## src/rtl/ws2812_rx.sv

```systemverilog
// ws2812_rx -- WS2812 NRZ serial line receiver.
//
// Decodes the single-wire WS2812 protocol by timing high pulses: a pulse longer
// than BIT_THRESH clocks is a 1, otherwise a 0. Every 24 bits form one GRB word,
// MSB first. A low period of RESET_CNT clocks after activity latches the frame.
//
// Parameters:
//   BIT_THRESH  high-time count above which a pulse decodes as 1
//   MIN_HIGH    high times shorter than this are glitches
//   HIGH_MAX    high-time count at which the line is declared stuck high
//   RESET_CNT   low-time count that latches a frame
//
// Ports:
//   clk        in   single clock, rising edge
//   rst        in   asynchronous active-high reset
//   din        in   asynchronous WS2812 serial line
//   grb_out    out  last decoded word {G,R,B}
//   grb_valid  out  one-cycle pulse when grb_out updates
//   frame_end  out  one-cycle pulse when a frame is latched after activity
//   busy       out  high from the first accepted bit until frame_end
//   err        out  one-cycle pulse on glitch, stuck-high or partial word
//   dout       out  cascade output (chain-node mode only, else 0)
//
// Build option: define WS2812_RX_FWD_EN for chain-node mode. Only the first word
// of each frame is decoded; the rest of the frame is forwarded on dout as the
// registered synchronized din until frame_end. Undefined: sniffer mode, every
// word is decoded and dout is tied low.

module ws2812_rx #(
    parameter int BIT_THRESH = 29,
    parameter int MIN_HIGH   = 8,
    parameter int HIGH_MAX   = 156,
    parameter int RESET_CNT  = 18200
) (
    input  logic        clk,
    input  logic        rst,
    input  logic        din,
    output logic [23:0] grb_out,
    output logic        grb_valid,
    output logic        frame_end,
    output logic        busy,
    output logic        err,
    output logic        dout
);

    localparam logic [14:0] THR_C  = 15'(BIT_THRESH);
    localparam logic [14:0] MIN_C  = 15'(MIN_HIGH);
    localparam logic [14:0] HMAX_C = 15'(HIGH_MAX);
    localparam logic [14:0] RST_C  = 15'(RESET_CNT);

`ifdef WS2812_RX_FWD_EN
    localparam logic FWD_EN = 1'b1;
`else
    localparam logic FWD_EN = 1'b0;
`endif

    typedef enum logic {LOW, HIGH} state_t;

    state_t      state, state_nx;
    logic        s1, s2, s3;
    logic        rise, fall;
    logic [14:0] cnt;
    logic [4:0]  idx, idx_nx;
    logic [23:0] shreg, shreg_nx;
    logic        stuck, stuck_nx;   // stuck-high reported; ignore the falling edge that ends it
    logic        fwd, fwd_nx;       // first word taken, rest of frame belongs downstream
    logic [23:0] grb_out_nx;
    logic        grb_valid_nx, frame_end_nx, busy_nx, err_nx;

    // Synchronizer plus one delay flop for edge detection.
    always_ff @(posedge clk or posedge rst) begin
        if (rst) begin
            s1 <= 1'b0;
            s2 <= 1'b0;
            s3 <= 1'b0;
        end else begin
            s1 <= din;
            s2 <= s1;
            s3 <= s2;
        end
    end

    assign rise = s2 & ~s3;
    assign fall = ~s2 & s3;

    // Level timer: clears on every edge, saturates at RESET_CNT so an idle line
    // sits at the latch value without wrapping.
    always_ff @(posedge clk or posedge rst) begin
        if (rst)
            cnt <= '0;
        else if (rise || fall)
            cnt <= '0;
        else if (cnt != RST_C)
            cnt <= cnt + 15'd1;
    end

    always_ff @(posedge clk or posedge rst) begin
        if (rst) begin
            state     <= LOW;
            idx       <= '0;
            shreg     <= '0;
            stuck     <= 1'b0;
            fwd       <= 1'b0;
            grb_out   <= '0;
            grb_valid <= 1'b0;
            frame_end <= 1'b0;
            busy      <= 1'b0;
            err       <= 1'b0;
        end else begin
            state     <= state_nx;
            idx       <= idx_nx;
            shreg     <= shreg_nx;
            stuck     <= stuck_nx;
            fwd       <= fwd_nx;
            grb_out   <= grb_out_nx;
            grb_valid <= grb_valid_nx;
            frame_end <= frame_end_nx;
            busy      <= busy_nx;
            err       <= err_nx;
        end
    end

    always_comb begin
        state_nx     = state;
        idx_nx       = idx;
        shreg_nx     = shreg;
        stuck_nx     = stuck;
        fwd_nx       = fwd;
        grb_out_nx   = grb_out;
        grb_valid_nx = 1'b0;
        frame_end_nx = 1'b0;
        busy_nx      = busy;
        err_nx       = 1'b0;

        case (state)
            LOW: begin
                if (rise) begin
                    state_nx = HIGH;
                    stuck_nx = 1'b0;
                end else if (cnt == RST_C && busy) begin
                    // Frame latch; a word left half-built is an error.
                    frame_end_nx = 1'b1;
                    busy_nx      = 1'b0;
                    fwd_nx       = 1'b0;
                    err_nx       = (idx != 5'd0);
                    idx_nx       = '0;
                    shreg_nx     = '0;
                end
            end
            HIGH: begin
                if (fall) begin
                    state_nx = LOW;
                    stuck_nx = 1'b0;
                    if (!stuck && !fwd) begin
                        if (cnt < MIN_C) begin
                            // Glitch: restart word assembly from scratch.
                            err_nx   = 1'b1;
                            idx_nx   = '0;
                            shreg_nx = '0;
                        end else begin
                            shreg_nx = {shreg[22:0], (cnt > THR_C)};
                            busy_nx  = 1'b1;
                            if (idx == 5'd23) begin
                                grb_out_nx   = shreg_nx;
                                grb_valid_nx = 1'b1;
                                idx_nx       = '0;
                                fwd_nx       = FWD_EN;
                            end else begin
                                idx_nx = idx + 5'd1;
                            end
                        end
                    end
                end else if (cnt == HMAX_C && !stuck) begin
                    // Line stuck high: drop the partial word, wait for release.
                    stuck_nx = 1'b1;
                    err_nx   = 1'b1;
                    idx_nx   = '0;
                    shreg_nx = '0;
                end
            end
            default: state_nx = LOW;
        endcase
    end

`ifdef WS2812_RX_FWD_EN
    // Forward the synchronized line while the node is in pass-through.
    always_ff @(posedge clk or posedge rst) begin
        if (rst)
            dout <= 1'b0;
        else
            dout <= fwd_nx & s2;
    end
`else
    assign dout = 1'b0;
`endif

endmodule

```

## config.mk

```make
export PLATFORM = sky130hd
export DESIGN_NAME = ws2812_rx
export DESIGN_NICKNAME = d
export VERILOG_FILES = /design/src/rtl/ws2812_rx.sv
export SDC_FILE = /design/constraint.sdc
export NUM_CORES = 1
export LEC_CHECK = 0
export ABC_AREA = 0
export BUFFER_PORTS_ARGS = -buffer_cell sky130_fd_sc_hd__clkbuf_2
export CORE_MARGIN = 10
export CORE_UTILIZATION = 50
export CTS_CLUSTER_SIZE = 20
export DETAILED_ROUTE_END_ITERATION = 6
export PLACE_DENSITY = 0.68
export REMOVE_ABC_BUFFERS = 1
export SETUP_SLACK_MARGIN = 0.05
export SLEW_MARGIN = 20
export SYNTH_ARGS = -nofsm -noshare
export SYNTH_HDL_FRONTEND = slang
export SYNTH_SLANG_ARGS = --single-unit
```

## constraint.sdc

```tcl
create_clock -name clk -period 4.6 [get_ports clk]
set_input_delay 0.92 -clock clk [delete_from_list [all_inputs] [get_ports clk]]
set_output_delay 0.92 -clock clk [all_outputs]
set_load 0.03 [all_outputs]
```

# Yosys cells after proc, flatten, opt, wreduce, memory -nomap -nowiden
# Index checks and enable logic that the tools add are counted.
totals:
  latchBits: 0
  ff_bits: 77
  ram_bits: 0
  romBits: 0
  out_inout_bits: 29
  n_memories: 0
classes:
  n_div: 0
  n_lt_le_gt_ge: 2
  reduce_logical: 13
  n_mul: 0
  n_eq_ne: 13
  n_shift: 0
  n_addsub: 2
  muxes: 50
  bitwise_logic: 6
ops:
  columns: ["cell", "count"]
  rows:
  - ["23-bit two-way mux", 6]
  - ["23-bit one-hot mux with 2 select lines", 1]
  - ["5-bit two-way mux", 7]
  - ["15-bit two-way mux", 2]
  - ["1-bit two-way mux", 28]
  - ["15-bit by 1-bit adder with 15-bit output (second input constant)", 1]
  - ["15-bit equality test (second input constant)", 1]
  - ["15-bit by 8-bit equality test with 1-bit output (second input constant)", 1]
  - ["15-bit by 5-bit > comparator with 1-bit output (second input constant)", 1]
  - ["15-bit by 4-bit less-than comparator with 1-bit output (second input constant)", 1]
  - ["15-bit != test (second input constant)", 1]
  - ["1-bit one-hot mux with 2 select lines", 5]
  - ["5-bit one-hot mux with 2 select lines", 1]
  - ["5-bit AND reduction", 2]
  - ["2-bit != test (second input constant)", 4]
  - ["2-bit by 1-bit != test with 1-bit output (second input constant)", 3]
  - ["6-bit AND reduction", 1]
  - ["5-bit by 1-bit adder with 5-bit output (second input constant)", 1]
  - ["5-bit equality test (second input constant)", 1]
  - ["5-bit nonzero test", 1]
  - ["1-bit inverter", 4]
  - ["4-bit AND reduction", 1]
  - ["1-bit logical AND", 3]
  - ["3-bit by 1-bit != test with 1-bit output (second input constant)", 1]
  - ["other kinds (6)", 8]

# Depth between registers and ports, before layout
depth:
  word_depth: 6
  mapped_depth: 9
  depth_no_buf: 7

# Least setup slack after synthesis
# Ideal clock, no wire load.
synth_path:
  kind: "flip-flop to flip-flop"
  start: "register cnt[0]"
  end: "register shreg[16]"
  path_slack_ns: 2.441
  path_buffers: 1
  required_ns: 4.479
  period_less_slack_ns: 2.159
  setup_ns: 0.121
  stages_incl_launch_ff: 9
  arrival_ns: 2.038
  path_cell_list: "dfrtp_1 inv_1 ha_1 or3b_2 or4_4 nand2_2 nand3_4 buf_6 a22o_1"
synth_via:
  elab_chain_len: 5
synth_rtl:
  columns: ["element", "line_no", "source"]
  rows:
  - ["start, declared", "62", "logic [14:0] cnt;"]
  - ["start signal, assigned", "94", "cnt <= cnt + 15'd1;"]
  - ["15-bit by 4-bit less-than comparator with 1-bit output", "155", "if (cnt < MIN_C) begin"]
  - ["23-bit two-way mux", "155", null]
  - ["23-bit two-way mux", "154", "if (!stuck && !fwd) begin"]
  - ["23-bit two-way mux", "151", "if (fall) begin"]
  - ["23-bit one-hot mux with 2 select lines", "135", "case (state)"]
  - ["end signal, assigned", "112", "shreg <= shreg_nx;"]
  - ["end, declared", "64", "logic [23:0] shreg, shreg_nx;"]
# Parallel ways exist; a longest one is shown, timed or not. The select of a mux whose other input is x is not followed.
# A chain may end at the register's enable or synchronous reset.

# Final worst setup path
layout_path:
  start: "register cnt[0]"
  end: "register shreg[0]"
layout_via:
  elab_chain_len: 5
layout_rtl:
  columns: ["element", "line_no"]
  rows:
  - ["15-bit by 5-bit > comparator with 1-bit output / 15-bit by 4-bit less-than comparator with 1-bit output (equally long branches)", "161, 155"]
  - ["23-bit two-way mux", "155"]
  - ["23-bit two-way mux", "154"]
  - ["23-bit two-way mux", "151"]
  - ["23-bit one-hot mux with 2 select lines", "135"]
# Parallel ways exist; a longest one is shown, timed or not. The select of a mux whose other input is x is not followed.

==> results.md <==
* Status: finished clean
* GP Congestion at 0.788
* Slowest CP cell: dfrtp_1
* VDD IR max at 0.000193 V
* CTS resizes at 0
* Cell Chain, Critical Path: inv_1, ha_1, or3b_2, or4_4, nand2_2, nand3_4, a22o_1
* Core area at 6350 µm²
* Pre-CTS setup slack at 2.19 ns
* Final hold vios at 0
* Setup violators final at 0
* Layout fillers at 528
* Setup TNS at 0 ns
* Synth-to-Final Area Change at 12.4%
* Mapped Avg Cell Area at 12.6 µm²
* Initial antenna violation count at 0
* HP Class: reg2reg
* DIE AREA at 10200 µm²
* Remaining Overflow, GRT at 0
* Vias per cell at 5.47
* Port-buffer cells at 30
* # nets final at 305
* Worst-path clk slew at 0.09 ns
* Normalized max-slew margin at 0.348
* CTS hold repair buffers at 0
* Fmax at 417 MHz
* Critical path class: reg2reg
* Rows at 29
* Post-Route WL at 5.82 mm
* Post-CTS Setup Bufs at 0
* Routed Antenna Nets at 0
* Ys Warns at 0
* Seq/Total Area, Yosys at 0.581
* Final hold slack at 0.353 ns
* Worst-path fanout max at 28
* Vias at 2061
* Drc violations at 0
* MaxCap Viol Count at 0
* Fin crit period at 2.40 ns
* Post-synth cell types at 42
* Worst-Skew Late Latency at 0.34 ns
* Setup WS post-layout at 2.20 ns
* Dpl hpwl at 4.07 mm
* CP max stage delay at 0.45 ns
* First-pass GRT wire length at 9.92 mm
* Clock Root Buffer: clkbuf_8
* Initial DRC Count at 100
* Clock sink total at 76
* Measured slew at the worst slew-check pin at 0.976 ns
* Mapped Cells at 260
* Crit share post-route at 0.521
* CTS H-tree depth at 3
* CP Data Required Time at 4.84 ns
* Worst setup SP type: register
* Pins over their slew limit at 0
* Arr. time, crit path at 2.63 ns
* Largest net degree at the start of global routing at 48
* Die width at 101 µm
* IO Pins at 32
* Vias in the first global route at 2056
* All-Layer GR Usage at 0.120
* Lkg Pwr at 0.00188 µW
* FF+latch count, synth at 76
* Cts bufs inserted at 9
* Initial Util at 0.516
* DRT Pass-1 Iters at 4
* RSZ-0062 raised after global routing: no
* Antenna cells at 0
* Die H at 101 µm
* Per-cell routed wire length at 15.4 µm
* Share of layout cells above drive strength 1 at 0.270
* Crit path capture type: register
* Post-Synthesis Cell Area at 3280 µm²
* Clock Skews at 0.00761 ns
* Buffers from clock root to sink, at most at 2
* PD cells at 334 nW/µm²
* TritonCTS clock tree: yes
synth_stat cells (all sizes together):
cell type,instances,area share
a21o,3,0.0069
ha,7,0.027
or2,1,0.0019
nand2,15,0.018
or4,3,0.0092
or3b,1,0.0027
buf,5,0.014
nand3,10,0.019
clkbuf,4,0.0046
o311ai,1,0.0050
mux2i,1,0.0031
nor4b,1,0.0027
xor2,5,0.013
xnor2,7,0.019
conb,1,0.0011
and3,3,0.0057
nor3b,2,0.0046
and4,2,0.0053
nor2,7,0.0080
mux2,23,0.079
and2,9,0.017
inv,10,0.011
a21boi,2,0.0046
nand4,1,0.0019
and4b,1,0.0031
nor3,6,0.0092
o22a,1,0.0027
nand2b,2,0.0038
a22o,28,0.075
dfrtp,76,0.58
a211oi,1,0.0023
o21ai,5,0.0076
a32o,1,0.0031
a31oi,1,0.0019
a21oi,1,0.0015
nor2b,9,0.017
nor4,2,0.0038
or3,2,0.0038
power by group:
part           leakage [µW]  total (µW)  internal [µW]  switching, µW
Combinational      0.000739        80.3           24.3           56.0
Sequential          0.00105         687            676           10.9
Clock             0.0000886         464            204            260
Total               0.00188        1230            904            327
metrics by stage:
step	power, µW	instance area (µm²)	utilization	instances
2_1_floorplan	760	3220	-	251
3_3_place_gp	780	3500	0.551	361
3_5_place_dp	783	3500	0.551	361
4_1_cts	1250	3680	0.580	377
5_1_grt	1290	3680	0.580	377
6_report	1230	3680	0.580	377
layout by cell type (no fill, tap or decap), drive strengths merged, types with 2 or more instances in the layout:
cell type	synthesis	routed
nor3	6	6
mux2	23	23
dfrtp	76	76
and4	2	2
or4	3	3
xnor2	7	7
clkinvlp	0	2
or3	2	2
nand2	15	15
buf	5	3
nor4	2	2
nand3	10	10
and3	3	3
clkbuf	4	39
a21boi	2	2
o21ai	5	5
ha	7	7
a22o	28	28
nand2b	2	2
xor2	5	5
nor2b	9	9
and2	9	9
nor3b	2	2
inv	10	14
a21o	3	3
nor2	7	7
state kept, by name (all words and copies together), names as in the netlist:
| register | count |
|---|---|
| shreg | 23 |
| busy | 1 |
| grb_valid | 1 |
| s2 | 1 |
| s3 | 1 |
| idx | 5 |
| frame_end | 1 |
| err | 1 |
| stuck | 1 |
| s1 | 1 |
| grb_out | 24 |
| cnt | 15 |
| state | 1 |
cell type report:
cell class | count | area, µm² | share of cell area
well taps | 77 | 96.3 | 0.0262
repair buffers | 33 | 173 | 0.0469
multi-input cells | 165 | 1290 | 0.351
clock buffers | 9 | 124 | 0.0337
flip-flops and latches | 76 | 1900 | 0.517
inverters | 10 | 37.5 | 0.0102
clock inverters | 7 | 57.6 | 0.0156
path summary, 6_finish.rpt:
check                           startpoint       end  slack [ns]  cells past startpoint
worst max-delay path                cnt[0]  shreg[0]        2.20                      7
worst min-delay path                    s1        s2        0.35                      0
worst max register to register      cnt[0]  shreg[0]        2.20                      7
worst min register to register          s1        s2        0.35                      0
max in group asynchronous              rst   cnt[10]        2.88                      3
min in group asynchronous              rst       err        0.78                      2
layer usage:
| metal | vias up | track usage | share of wire |
|---|---|---|---|
| met3 | 7 | 0.0281 | 0.038 |
| met2 | 27 | 0.192 | 0.49 |
| met4 | 0 | 0.0632 | 0.013 |
| li1 | 993 | - | - |
| met1 | 1034 | 0.148 | 0.46 |
| met5 | - | 0 | 0 |
worst max-delay path: cells and delay by family (launching register included):
family	cells	cell delay [ns]
flops	1	0.45
buf+inv	1	0.10
compound gates	1	0.33
fa+ha+maj	1	0.16
simple gates	4	1.25
cell families after synthesis:
family	count (synthesis)	share of synthesized area
XOR/XNOR	12	0.0321
other	1	0.00114
multiplexers	24	0.0821
buffers and inverters	19	0.0298
AO/OA/AOI/OAI	44	0.110
AND/OR/NAND/NOR	77	0.137
adder cells (fa/ha/maj)	7	0.0267
flip-flops	76	0.581
No activity file was read; power rests on OpenSTA's default activity.
